$ cat src/rtl/ysyx_22040759_gpr_wb_ctrl_pkg.sv
// Shared definitions for the GPR writeback controller: widths, grant
// encodings and the writeback request bundle.
package ysyx_22040759_pkg;

  localparam int XLEN = 64;
  localparam int NREG = 32;
  localparam int AW   = 5;

  // Grant encodings; the arbiter remembers the last winner with these.
  localparam logic REQ_EXU = 1'b0;
  localparam logic REQ_LSU = 1'b1;

  typedef struct packed {
    logic            valid;
    logic [AW-1:0]   rd;
    logic [XLEN-1:0] data;
  } wb_req_t;

endpackage

$ cat src/rtl/ysyx_22040759_rr_arb2.sv
// Two-way round-robin arbiter between the EXU and LSU writeback requesters.
// When both request, the one that did not win last time is granted.
module ysyx_22040759_rr_arb2
  import ysyx_22040759_pkg::*;
(
  input  logic clk,
  input  logic rst,
  input  logic req_exu_i,
  input  logic req_lsu_i,
  output logic gnt_valid_o,
  output logic gnt_sel_o
);

  logic rr_last_q;
  logic rr_last_d;

  // Pick a winner this cycle and remember it for the next tie.
  always_comb begin
    gnt_valid_o = req_exu_i | req_lsu_i;
    if (req_exu_i && req_lsu_i) begin
      gnt_sel_o = (rr_last_q == REQ_EXU) ? REQ_LSU : REQ_EXU;
    end else if (req_lsu_i) begin
      gnt_sel_o = REQ_LSU;
    end else begin
      gnt_sel_o = REQ_EXU;
    end
    rr_last_d = gnt_valid_o ? gnt_sel_o : rr_last_q;
  end

  // Last-winner register; starts at EXU so the LSU wins the first tie.
  always_ff @(posedge clk) begin
    if (rst) begin
      rr_last_q <= REQ_EXU;
    end else begin
      rr_last_q <= rr_last_d;
    end
  end

endmodule

$ cat src/rtl/ysyx_22040759_gpr_wb_ctrl.sv
// GPR write-port scheduler and scoreboard. Shares the single GPR write port
// between EXU and LSU writebacks, tracks destinations issued but not yet
// written back, and stalls issue on RAW/WAW hazards against them.
module ysyx_22040759_gpr_wb_ctrl
  import ysyx_22040759_pkg::*;
(
  input  logic            clk,
  input  logic            rst,
  input  logic            iss_valid,
  output logic            iss_ready,
  input  logic [AW-1:0]   iss_rs1,
  input  logic [AW-1:0]   iss_rs2,
  input  logic [AW-1:0]   iss_rd,
  input  logic            iss_wen,
  input  logic            exu_valid,
  output logic            exu_ready,
  input  logic [AW-1:0]   exu_rd,
  input  logic [XLEN-1:0] exu_data,
  input  logic            lsu_valid,
  output logic            lsu_ready,
  input  logic [AW-1:0]   lsu_rd,
  input  logic [XLEN-1:0] lsu_data,
  output logic            gpr_wen,
  output logic [AW-1:0]   gpr_waddr,
  output logic [XLEN-1:0] gpr_wdata,
  output logic [NREG-1:0] busy_vec
);

  logic [NREG-1:0] busy_q;
  logic [NREG-1:0] busy_d;
  logic            gpr_wen_q;
  logic            gpr_wen_d;
  logic [AW-1:0]   gpr_waddr_q;
  logic [AW-1:0]   gpr_waddr_d;
  logic [XLEN-1:0] gpr_wdata_q;
  logic [XLEN-1:0] gpr_wdata_d;

  wb_req_t exu_req;
  wb_req_t lsu_req;
  wb_req_t win_req;
  logic    gnt_valid;
  logic    gnt_sel;
  logic    hazard;
  logic    iss_fire;

  assign exu_req = '{valid: exu_valid, rd: exu_rd, data: exu_data};
  assign lsu_req = '{valid: lsu_valid, rd: lsu_rd, data: lsu_data};

  // Nothing is granted while reset is held, so requesters keep holding.
  ysyx_22040759_rr_arb2 u_arb (
    .clk         (clk),
    .rst         (rst),
    .req_exu_i   (exu_req.valid & ~rst),
    .req_lsu_i   (lsu_req.valid & ~rst),
    .gnt_valid_o (gnt_valid),
    .gnt_sel_o   (gnt_sel)
  );

  // Issue handshake: any busy source, or a busy destination that is about
  // to be overwritten, holds the instruction back.
  always_comb begin
    hazard    = busy_q[iss_rs1] | busy_q[iss_rs2] | (iss_wen & busy_q[iss_rd]);
    iss_ready = ~hazard;
    iss_fire  = iss_valid & iss_ready;
    exu_ready = gnt_valid & (gnt_sel == REQ_EXU);
    lsu_ready = gnt_valid & (gnt_sel == REQ_LSU);
    win_req   = (gnt_sel == REQ_LSU) ? lsu_req : exu_req;
  end

  // Write-port next state: a grant to x0 is swallowed, no grant holds the
  // address/data so the port only toggles on real writes.
  always_comb begin
    gpr_wen_d   = 1'b0;
    gpr_waddr_d = gpr_waddr_q;
    gpr_wdata_d = gpr_wdata_q;
    if (gnt_valid && win_req.valid && (win_req.rd != '0)) begin
      gpr_wen_d   = 1'b1;
      gpr_waddr_d = win_req.rd;
      gpr_wdata_d = win_req.data;
    end
  end

  // Scoreboard next state: clear on the edge the GPR takes the write, set on
  // issue. WAW stalls guarantee these never hit the same register at once.
  always_comb begin
    busy_d = busy_q;
    if (gpr_wen_q) begin
      busy_d[gpr_waddr_q] = 1'b0;
    end
    if (iss_fire && iss_wen && (iss_rd != '0)) begin
      busy_d[iss_rd] = 1'b1;
    end
    busy_d[0] = 1'b0;
  end

  // State registers; reset drops any grant that was already in flight.
  always_ff @(posedge clk) begin
    if (rst) begin
      busy_q      <= '0;
      gpr_wen_q   <= 1'b0;
      gpr_waddr_q <= '0;
      gpr_wdata_q <= '0;
    end else begin
      busy_q      <= busy_d;
      gpr_wen_q   <= gpr_wen_d;
      gpr_waddr_q <= gpr_waddr_d;
      gpr_wdata_q <= gpr_wdata_d;
    end
  end

  assign gpr_wen   = gpr_wen_q;
  assign gpr_waddr = gpr_waddr_q;
  assign gpr_wdata = gpr_wdata_q;
  assign busy_vec  = busy_q;

  // A writeback should only ever land on a register that issue marked busy.
  spurious_wb_a : assert property (@(posedge clk) disable iff (rst)
    gpr_wen_q |-> busy_q[gpr_waddr_q]);

endmodule

$ cat config.mk
export PLATFORM = sky130hd
export DESIGN_NAME = ysyx_22040759_gpr_wb_ctrl
export DESIGN_NICKNAME = d
export VERILOG_FILES = /design/src/rtl/ysyx_22040759_gpr_wb_ctrl_pkg.sv /design/src/rtl/ysyx_22040759_rr_arb2.sv /design/src/rtl/ysyx_22040759_gpr_wb_ctrl.sv
export SDC_FILE = /design/constraint.sdc
export NUM_CORES = 1
export LEC_CHECK = 0
export CAP_MARGIN = 20
export CORE_MARGIN = 2
export CORE_UTILIZATION = 35
export DETAILED_ROUTE_END_ITERATION = 7
export GPL_TIMING_DRIVEN = 0
export PLACE_DENSITY = 0.7
export SYNTH_ARGS = -nofsm -noshare
export SYNTH_HDL_FRONTEND = slang
export SYNTH_SLANG_ARGS = --single-unit
$ cat constraint.sdc
create_clock -name clk -period 10.16 [get_ports clk]
set_input_delay 2.54 -clock clk [delete_from_list [all_inputs] [get_ports clk]]
set_output_delay 2.54 -clock clk [all_outputs]
set_load 0.03 [all_outputs]
After elaboration in Yosys (flattened, before gate mapping)
Cells that the tools add are included.

storage, ports and cells
  flip-flop bits (word level) = 103
  bits in latches = 0
  memory bits (writable) = 0
  bits in read-only memories = 0
  bits of input ports = 159
  output and inout bits = 105
  memories kept = 0

cells by class
  add/sub/neg operators = 0
  $mul = 0
  divide/modulo/power cells = 0
  magnitude comparators = 6
  eq/ne operators = 0
  shift-type cells = 0
  mux-type cells = 17
  bitwise operators = 15
  reduce and logical (&&, ||, !) cells = 9

operators with widths
  kind                                                 number
  2-to-1 mux 70 bit                                    1
  2-to-1 mux 32 bit                                    2
  AND 32 bit                                           1
  NOT 32 bit                                           1
  bitwise OR 32 bit                                    1
  < comparator 5 x 6 -> 1 bit, second input constant   4
  binary-select mux 1 bit (select 5 bit)               3
  demux 1 bit (select 5 bit)                           2
  >= comparator 5 x 1 -> 1 bit, second input constant  2
  nonzero test 5 bit                                   2
  2-to-1 mux 1 bit                                     9
  logical AND 1 bit                                    7
  AND 1 bit                                            6
  NOT 1 bit                                            3
  bitwise OR 1 bit                                     3

Depth between registers and ports, before layout
Gate-level depths: netlist of the first run.

  word-level depth = 9
  mapped depth = 10

By module
From an unflattened synthesis of the first run, not the netlist that was laid out.

unflattened totals
  cells, all modules = 604
  area, all modules = 5715.5 um2

by module, submodules not included
  module                     instances  cells each  area each (um2)  sequential area each (um2)
  ysyx_22040759_gpr_wb_ctrl  1          599         5670.4           2021.9
  ysyx_22040759_rr_arb2      1          5           45.0             20.0

Worst setup path after synthesis of the first run
Ideal clock, no wire load.

  path kind = input port to output port
  from = input port iss_rs1[0]
  to = output port iss_ready
  data arrival time = 4.932 ns
  slack = 2.688 ns
  cell stages on the path = 9
  path buffers = 3
  cell sequence = clkbuf_1 mux4_2 o32a_1 o2111ai_1 o31ai_1 or4_1 buf_2 buf_6 a21oi_1

between the ends
  cells in the longest elaborated chain, start to end = 5

RTL lines
  item                                    RTL line                         text
  start: declaration                      ysyx_22040759_gpr_wb_ctrl.sv:11  input logic [AW-1:0] iss_rs1,
  binary-select mux 1 bit (select 5 bit)  ysyx_22040759_gpr_wb_ctrl.sv:62  hazard = busy_q[iss_rs1] | busy_q[iss_rs2] | (iss_wen & busy_q[iss_rd]);
  2-to-1 mux 1 bit (implied by the code)  ysyx_22040759_gpr_wb_ctrl.sv:62
  bitwise OR 1 bit (2 in series)          ysyx_22040759_gpr_wb_ctrl.sv:62
  NOT 1 bit                               ysyx_22040759_gpr_wb_ctrl.sv:63  iss_ready = ~hazard;
  end: declaration                        ysyx_22040759_gpr_wb_ctrl.sv:10  output logic iss_ready,

Every way passes these cells. The select of a mux whose other input is x is not followed.

Final worst setup path of the first run
  from = input port iss_rs2[1]
  to = output port iss_ready

between the ends
  cells in the longest elaborated chain, start to end = 5

RTL lines
  item                                    RTL line                         text
  start: declaration                      ysyx_22040759_gpr_wb_ctrl.sv:12  input logic [AW-1:0] iss_rs2,
  binary-select mux 1 bit (select 5 bit)  ysyx_22040759_gpr_wb_ctrl.sv:62
  2-to-1 mux 1 bit (implied by the code)  ysyx_22040759_gpr_wb_ctrl.sv:62
  bitwise OR 1 bit (2 in series)          ysyx_22040759_gpr_wb_ctrl.sv:62
  NOT 1 bit                               ysyx_22040759_gpr_wb_ctrl.sv:63

Every way passes these cells. The select of a mux whose other input is x is not followed.

==> results.sh, run 1 <==
export IMPL_synth_area_top_cells="dfxtp_1, mux2i_1, a211oi_1"
export IMPL_start_util_pct=35.57
export IMPL_routed_wirelength_um=21080
export IMPL_grt_pass1_wl_um=31770
export IMPL_firstDrtPassIters=5
export IMPL_globalRouteMet3Util_pct=8.876
export IMPL_fin_setup_tns_ns=0
export IMPL_critPathLaunchType="primary input"
export IMPL_max_cap_violations=0
export IMPL_clk_pin_slew_worst_paths_ns=0.07
export IMPL_hold_violations=0
export IMPL_die_h_um=130.6
export IMPL_tritoncts="built"
export IMPL_r2r_start="busy_vec[25]"
export IMPL_finalCritPeriodShare_pct=80.98
export IMPL_slew_headroom_pct=46.08
export IMPL_area_growth_pct=55.83
export IMPL_setup_viol=0
export IMPL_fmax_mhz=121.5
export IMPL_crit_type="in -> out"
export IMPL_synth_cell_types=45
export IMPL_cts_resized=0
export IMPL_drt_wirelength_per_cell_um=19.52
export IMPL_use_met1_pct=28.76
export IMPL_syn_nets=753
export IMPL_design_area_um2=8741
export IMPL_final_cell_mix="clkdlybuf4s50_1, dfxtp_1, mux2i_1, nor2_1, a211oi_1"
export IMPL_fin_skew_ns=0.007684
export IMPL_root_buffer="clkbuf_16"
export IMPL_synth_edf_count=0
export IMPL_ant_nets=0
export IMPL_synth_top_area_cell="dfxtp_1"
export IMPL_place_inst=1062
export IMPL_grt_pass1_vias=5577
export IMPL_antenna_found_initial=3
export IMPL_vias=5706
export IMPL_synth_top_area_share_pct=36.40
export IMPL_rows=46
export IMPL_status="completed"
export IMPL_ys_flop_type="dfxtp_1"
export IMPL_rsz0062_at_grt="no"
export IMPL_crit_start="iss_rs2[1]"
export IMPL_drtIter0Drc=323
export IMPL_top_usage_layer="met2"
export IMPL_min_path_type="reg -> reg"
export IMPL_yosys_warnings=0
export IMPL_path_max_fanout=10
export IMPL_globalRouteOverflowTotal=0
export IMPL_final_max_slew_viol_count=0
export IMPL_h_tree_depth=3
export IMPL_dp_hpwl_um=16600
export IMPL_required_ns=7.62
export IMPL_grt_max_degree=17
export IMPL_hold_buffers=0
export IMPL_reg2reg_slack_ns=7.50
export IMPL_drc=0
export IMPL_syn_area_per_cell_um2=9.443
export IMPL_netlist_area_um2=5609
export IMPL_drive_gt1_share_pct=7.541
export IMPL_power_density_nw_per_um2=129.6
export IMPL_num_fill_cells=1483
export IMPL_clock_latency_ns=0.35
export IMPL_cts_sinks=102
export IMPL_synth_seq_area_share_pct=36.40
export IMPL_cp_end_kind="primary output"
export IMPL_use_met2_pct=42.28
export IMPL_stdcell_count=1080
export IMPL_vias_per_cell=5.283
export IMPL_final_common_cell="clkdlybuf4s50_1"
export IMPL_finalCriticalPeriod_ns=8.227
export IMPL_tightest_slew_ns=0.8087
export IMPL_hold_ws_ns=0.4985
export IMPL_min_from="gpr_wdata[1]"
export IMPL_leakage_nw=3.046
export IMPL_ir_worst_vdd_v=0.00009737
export IMPL_nets=1016
export IMPL_place_area_um2=8402
export IMPL_cts_inserted_buffers=9
export IMPL_grt_total_usage_pct=24.62
export IMPL_cts_setup_buffers=0
export IMPL_io_buffers=252
export IMPL_synth_seq_cells=102
export IMPL_core_area_um2=15770
export IMPL_netlist_instances=594
export IMPL_pin_count=264
export IMPL_clock_tree_buffer_depth=2
export IMPL_die_area_um2=17060
export IMPL_async_flop_share_pct=0
export IMPL_die_w_um=130.6
export IMPL_utilization_pct=55.43
export IMPL_arrival_ns=5.69
export IMPL_place_congestion=0.9036
==> final timing paths <==
check,to,depth (start not counted)
hold / removal,gpr_wdata[1],2
hold reg to reg,gpr_wdata[1],2
setup reg to reg,busy_vec[30],8
setup / recovery,iss_ready,10
==> per-layer routing <==
metal / part of all wire, % / wire length, um
met1: 39 / 8244
met2: 50 / 10460
met3: 9.7 / 2036
met4: 1.6 / 336
met5: 0 / 0
==> state kept, by name, indices dropped and copies added, names as in the netlist <==
register         count
gpr_waddr            5
gpr_wdata           64
u_arb.rr_last_q      1
busy_vec            31
gpr_wen              1
==> synthesized netlist by cell type, types with 2 or more instances <==
| library cell | number |
|---|---|
| nor2_1 | 73 |
| a211oi_1 | 64 |
| o221ai_1 | 2 |
| o311a_1 | 2 |
| buf_2 | 5 |
| buf_1 | 2 |
| and3b_1 | 2 |
| nor3b_1 | 8 |
| nand3b_1 | 24 |
| inv_1 | 3 |
| nor2b_1 | 18 |
| mux2_2 | 7 |
| or3b_2 | 3 |
| o21ai_0 | 26 |
| or4_1 | 3 |
| a21oi_1 | 4 |
| mux2i_1 | 79 |
| or3_1 | 3 |
| mux4_2 | 14 |
| clkbuf_1 | 50 |
| nand2b_1 | 8 |
| o41ai_1 | 17 |
| o22ai_1 | 4 |
| nand2_1 | 29 |
| dfxtp_1 | 102 |
| buf_6 | 4 |
| nor3_1 | 2 |
| o41ai_2 | 14 |
| nand3_1 | 6 |
==> kinds of logic after synthesis <==
group                  after synthesis  share of synthesized area, %
buffers and inverters               65                         5.064
and+or+nand+nor                    185                         17.00
DFF                                102                         36.40
muxes                              101                         21.33
AOI/OAI and AO/OA                  140                         20.14
other                                1                       0.06686
==> where the power goes <==
part           switching (mW)  internal [mW]
combinational           0.163          0.143
sequential             0.0155          0.425
clock                   0.156          0.230
total                   0.334          0.798
==> final cells by class <==
cell class / count / area [um^2] / area share (%)
multi-input cells: 427 / 3283 / 37.56
repair buffers: 252 / 2522 / 28.86
flip-flops and latches: 102 / 2042 / 23.36
plain buffers: 62 / 272.8 / 3.121
well taps: 216 / 270.3 / 3.092
clock buffers: 11 / 252.7 / 2.891
clock inverters: 5 / 81.33 / 0.9304
inverters: 3 / 11.26 / 0.1288
diodes: 2 / 5.005 / 0.05726
==> worst max-delay path, cell delays in order <==
cell,delay [ns]
clkdlybuf4s50_1,0.50
clkbuf_1,0.37
mux4_2,0.38
mux2i_1,0.15
nor3b_1,0.06
or4_1,0.55
buf_2,0.19
buf_6,0.16
a21oi_1,0.11
clkdlybuf4s50_1,0.68
==> per-stage QoR <==
stage / setup slack [ns] / power [mW]
global placement: 1.938 / 0.7532
finish: 1.933 / 1.132
detailed placement: 1.945 / 0.7549
floorplan: 2.688 / 0.6085
global route: 1.818 / 1.177
CTS: 1.944 / 1.138
Note: power is estimated with default switching activity, not from simulation.
==> inputs of run 2 (changes only) <==
--- a/config.mk
+++ b/config.mk
@@ -10,7 +10,7 @@
 export CORE_UTILIZATION = 35
 export DETAILED_ROUTE_END_ITERATION = 7
 export GPL_TIMING_DRIVEN = 0
-export PLACE_DENSITY = 0.7
+export PLACE_DENSITY = 0.73
 export SYNTH_ARGS = -nofsm -noshare
 export SYNTH_HDL_FRONTEND = slang
 export SYNTH_SLANG_ARGS = --single-unit
==> constraint.sdc (replaced) <==
create_clock -name clk -period 6.85 [get_ports clk]
set_input_delay 1.7125 -clock clk [delete_from_list [all_inputs] [get_ports clk]]
set_output_delay 1.7125 -clock clk [all_outputs]
set_load 0.03 [all_outputs]
==> run 2 against run 1 <==
Worst hold slack worse by 0.0018 ns. Total power is 45% higher. Largest power group unchanged. Largest cell class unchanged. Worst setup slack worse by 1.6 ns. Clock power is 39% higher. Core utilization is 0.17 points lower. Register-to-register slack worse by 3.3 ns. Die area stayed put. Cell count hardly changed. First-iteration DRC count is 13% lower.
==> results.sh, run 2 (synthesis gave the netlist of run 1 again) <==
export IMPL_start_util_pct=35.57
export IMPL_cts_inserted_buffers=9
export IMPL_leakage_nw=3.036
export IMPL_crit_buf_inv=5
export IMPL_dp_hpwl_um=16470
export IMPL_routed_wirelength_um=20830
export IMPL_grt_pass1_wl_um=31320
export IMPL_cpPeakStageDelay_ns=0.69
export IMPL_tritoncts="built"
export IMPL_vias=5770
export IMPL_cts_setup_buffers=0
export IMPL_hold_buffers=0
export IMPL_design_area_um2=8713
export IMPL_drive_gt1_share_pct=7.541
export IMPL_die_h_um=130.6
export IMPL_slowest_stage="clkdlybuf4s50_1"
export IMPL_hold_ws_ns=0.4967
export IMPL_max_cap_violations=0
export IMPL_crit_chain="clkdlybuf4s50_1, clkbuf_1, mux4_2, mux2i_1, nor3b_1, or4_1, buf_2, buf_6, a21oi_1, clkdlybuf4s50_1"
export IMPL_p_seq_share_pct=39.8
export IMPL_fin_skew_ns=0.005431
export IMPL_crit_cells=10
export IMPL_firstDrtPassIters=4
export IMPL_final_max_slew_viol_count=0
export IMPL_drt_wirelength_per_cell_um=19.31
export IMPL_ir_worst_vdd_v=0.00009906
export IMPL_drc=0
export IMPL_grt_total_usage_pct=24.10
export IMPL_clk_pin_slew_worst_paths_ns=0.07
export IMPL_cts_resized=0
export IMPL_status="completed"
export IMPL_holdPathStages=2
export IMPL_vias_per_cell=5.348
export IMPL_globalRouteOverflowTotal=0
export IMPL_place_congestion=0.9082
export IMPL_rows=46
export IMPL_critPathLaunchType="primary input"
export IMPL_ant_nets=0
export IMPL_fin_setup_tns_ns=0
export IMPL_required_ns=5.14
export IMPL_io_buffers=252
export IMPL_finalCriticalPeriod_ns=6.560
export IMPL_power_internal_mw=1.147
export IMPL_nets=1016
export IMPL_crit_type="in -> out"
export IMPL_power_switching_mw=0.4960
export IMPL_cp_end_kind="primary output"
export IMPL_pre_cts_slack_ns=0.2968
export IMPL_crit_top_cell="clkdlybuf4s50_1"
export IMPL_pin_count=264
export IMPL_hold_violations=0
export IMPL_arrival_ns=4.85
export IMPL_place_area_um2=8402
export IMPL_crit_family="buffers and inverters"
export IMPL_slew_headroom_pct=49.69
export IMPL_antenna_found_initial=1
export IMPL_final_cell_mix="clkdlybuf4s50_1, dfxtp_1, mux2i_1, nor2_1, a211oi_1"
export IMPL_reg2regPathDepth=8
export IMPL_min_path_type="reg -> reg"
export IMPL_root_buffer="clkbuf_16"
export IMPL_die_area_um2=17060
export IMPL_p_comb_share_pct=27.6
export IMPL_drtIter0Drc=282
export IMPL_tightest_slew_ns=0.7546
export IMPL_die_w_um=130.6
export IMPL_cts_sinks=102
export IMPL_fmax_mhz=152.4
export IMPL_largest_reg_flops=64
export IMPL_clock_tree_buffer_depth=2
export IMPL_grt_pass1_vias=5746
export IMPL_setup_slack_ns=0.2897
export IMPL_finalPower_mw=1.643
export IMPL_core_area_um2=15770
export IMPL_rsz0062_at_grt="no"
export IMPL_power_density_nw_per_um2=188.5
export IMPL_switching_share_pct=30.20
export IMPL_grt_max_degree=17
export IMPL_setup_viol=0
export IMPL_path_max_fanout=10
export IMPL_clock_latency_ns=0.35
export IMPL_final_common_cell="clkdlybuf4s50_1"
export IMPL_area_growth_pct=55.34
export IMPL_pwr_share_clk_pct=32.6
export IMPL_finalCritPeriodShare_pct=95.77
export IMPL_h_tree_depth=3
-- run 2: changes by cell type in the layout (fill, tap and decap cells not counted), sizes merged --
cell / delta
bufinv: -1
inv: +1
diode: -1
-- run 2: worst register-to-register path, delay by kind of cell (launching register included) --
kind / cells / cell delay [ns]
flops: 1 / 0.39
compound gates: 3 / 0.60
mux: 1 / 0.49
simple gates: 2 / 0.77
buf+inv: 2 / 0.35
-- run 2: power groups by stage --
stage               Combinational, mW  Clock [mW]  Sequential, mW
finish                          0.453       0.536           0.654
floorplan                       0.165           0           0.737
global route                    0.483       0.567           0.658
global placement                0.452           0           0.665
detailed placement              0.453           0           0.666
CTS                             0.455       0.545           0.653
-- run 2: layout make-up --
cell class / count / area, um^2
antenna: 1 / 2.502
buffer: 62 / 272.8
multi-input combinational: 427 / 3283
clock buffer: 11 / 252.7
clock inverter: 5 / 56.30
sequential: 102 / 2042
fill: 1472 / 7057
inverter: 3 / 11.26
timing repair buffer: 252 / 2522
tap: 216 / 270.3
-- run 2: stage by stage --
| step | utilization [%] | cells |
|---|---|---|
| 4_1_cts | 55.24 | 1078 |
| 3_5_place_dp | 53.28 | 1062 |
| 5_1_grt | 55.25 | 1079 |
| 2_1_floorplan | - | 594 |
| 3_3_place_gp | 53.28 | 1062 |
| 6_report | 55.25 | 1079 |
-- run 2: worst paths after layout --
| check | start | endpoint | slack (ns) |
|---|---|---|---|
| min | gpr_wdata[28] | gpr_wdata[28] | 0.50 |
| max reg2reg | busy_vec[25] | busy_vec[12] | 4.15 |
| max | iss_rs2[1] | iss_ready | 0.29 |
| min reg2reg | gpr_wdata[28] | gpr_wdata[28] | 0.50 |
-- run 2: layer usage --
metal / track usage, % / wire [um] / share of wire (%) / vias to the layer above
met1: 26.92 / 7892 / 38 / 2723
met4: 9.136 / 528 / 2.5 / 0
met5: 0 / 0 / 0 / -
met2: 42.28 / 10380 / 50 / 264
met3: 8.469 / 2028 / 9.7 / 37
li1: - / - / - / 2746
==> inputs of run 3 (changes only) <==
--- a/config.mk
+++ b/config.mk
@@ -8,9 +8,12 @@
 export CAP_MARGIN = 20
 export CORE_MARGIN = 2
 export CORE_UTILIZATION = 35
+export CTS_CLUSTER_SIZE = 40
 export DETAILED_ROUTE_END_ITERATION = 7
 export GPL_TIMING_DRIVEN = 0
+export MAX_ROUTING_LAYER = met4
 export PLACE_DENSITY = 0.73
 export SYNTH_ARGS = -nofsm -noshare
 export SYNTH_HDL_FRONTEND = slang
 export SYNTH_SLANG_ARGS = --single-unit
+export TNS_END_PERCENT = 5
==> run 3 against run 2 <==
Sequential power is essentially flat. Die area is the same. Design area is the same. Register-to-register slack is essentially flat. Total power is essentially flat. Non-clock buffer count is the same. Global-route usage grew 0.69 points. Critical path type unchanged.
==> results.sh, run 3 (synthesis gave the netlist of run 1 again) <==
export IMPL_stdcell_count=1079
export IMPL_arrival_ns=4.86
export IMPL_setup_viol=0
export IMPL_grt_max_degree=17
export IMPL_area_growth_pct=55.34
export IMPL_required_ns=5.14
export IMPL_slew_headroom_pct=50.33
export IMPL_finalCriticalPeriod_ns=6.576
export IMPL_max_cap_violations=0
export IMPL_nets=1016
export IMPL_min_path_type="reg -> reg"
export IMPL_place_inst=1062
export IMPL_vias_per_cell=5.288
export IMPL_fin_skew_ns=0.005694
export IMPL_place_congestion=0.9239
export IMPL_cts_setup_buffers=0
export IMPL_firstDrtPassIters=5
export IMPL_globalRouteOverflowTotal=0
export IMPL_final_common_cell="clkdlybuf4s50_1"
export IMPL_hold_buffers=0
export IMPL_clk_pin_slew_worst_paths_ns=0.07
export IMPL_cts_inserted_buffers=9
export IMPL_h_tree_depth=3
export IMPL_routed_wirelength_um=20850
export IMPL_critPathLaunchType="primary input"
export IMPL_finalCritPeriodShare_pct=96.00
export IMPL_crit_chain="clkdlybuf4s50_1, clkbuf_1, mux4_2, mux2i_1, nor3b_1, or4_1, buf_2, buf_6, a21oi_1, clkdlybuf4s50_1"
export IMPL_fmax_mhz=152.1
export IMPL_power_density_nw_per_um2=188.5
export IMPL_path_max_fanout=10
export IMPL_io_buffers=252
export IMPL_clock_latency_ns=0.35
export IMPL_final_max_slew_viol_count=0
export IMPL_grt_pass1_vias=5777
export IMPL_drtIter0Drc=307
export IMPL_drt_wirelength_per_cell_um=19.32
export IMPL_grt_total_usage_pct=24.79
export IMPL_ant_nets=0
export IMPL_root_buffer="clkbuf_16"
export IMPL_grt_pass1_wl_um=31160
export IMPL_die_w_um=130.6
export IMPL_rows=46
export IMPL_die_area_um2=17060
export IMPL_cpPeakStageDelay_ns=0.69
export IMPL_clock_tree_buffer_depth=2
export IMPL_ir_worst_vdd_v=0.00009908
export IMPL_leakage_nw=3.036
export IMPL_start_util_pct=35.57
export IMPL_pin_count=264
export IMPL_final_cell_mix="clkdlybuf4s50_1, dfxtp_1, mux2i_1, nor2_1, a211oi_1"
export IMPL_die_h_um=130.6
export IMPL_slowest_stage="clkdlybuf4s50_1"
export IMPL_core_area_um2=15770
export IMPL_fin_setup_tns_ns=0
export IMPL_rsz0062_at_grt="no"
export IMPL_crit_type="in -> out"
export IMPL_cp_end_kind="primary output"
export IMPL_crit_family="buffers and inverters"
export IMPL_vias=5706
export IMPL_cts_resized=0
export IMPL_tightest_slew_ns=0.7451
export IMPL_crit_top_cell="clkdlybuf4s50_1"
export IMPL_antenna_found_initial=1
export IMPL_hold_violations=0
export IMPL_crit_buf_inv=5
export IMPL_drc=0
export IMPL_tritoncts="built"
export IMPL_largest_reg_flops=64
export IMPL_cts_sinks=102
export IMPL_status="completed"
export IMPL_drive_gt1_share_pct=7.541
export IMPL_dp_hpwl_um=16470
==> run 3: tightest hold or removal path, cell delays in order, from the launching register on <==
cell and delay, ns:
dfxtp_1 0.31, nor2_1 0.09, a211oi_1 0.05
==> run 3: cell type report <==
| type | instances | area [um^2] |
|---|---|---|
| inverter | 3 | 11.26 |
| multi-input combinational | 427 | 3283 |
| buffer | 62 | 272.8 |
| clock inverter | 5 | 56.30 |
| clock buffer | 11 | 252.7 |
| tap | 216 | 270.3 |
| sequential | 102 | 2042 |
| timing repair buffer | 252 | 2522 |
| fill | 1472 | 7057 |
| antenna | 1 | 2.502 |
==> run 3: through the flow <==
step                      setup WS (ns)  instance area (um^2)  util (%)  power (mW)  hold slack, ns
after floorplan                   1.033                  5609         -      0.9025          0.4904
after global routing             0.1732                  8713     55.25       1.706          0.5146
final                            0.2739                  8713     55.25       1.642          0.4974
after global placement           0.3109                  8402     53.28       1.117          0.4853
after detailed placement         0.2968                  8402     53.28       1.119          0.4907
after CTS                        0.2918                  8711     55.24       1.653          0.4990
==> run 3: routing by layer <==
metal | wire length [um] | vias to the layer above | track usage [%]
met1 | 7961 | 2691 | 26.97
met4 | 552 | 0 | 9.262
met3 | 1945 | 39 | 8.265
li1 | - | 2747 | -
met2 | 10390 | 229 | 42.19
met5 | 0 | - | -
==> run 3: power by group <==
group,switching [mW],internal (mW)
logic,0.241,0.212
registers,0.0228,0.631
clock network,0.232,0.304
total,0.496,1.15
==> run 3: final timing paths <==
check	from	end	slack (ns)	depth (start not counted)
worst min register to register	gpr_wdata[28]	gpr_wdata[28]	0.50	2
worst max register to register	busy_vec[25]	busy_vec[12]	4.15	8
worst max-delay path	iss_rs2[1]	iss_ready	0.27	10
worst min-delay path	gpr_wdata[28]	gpr_wdata[28]	0.50	2
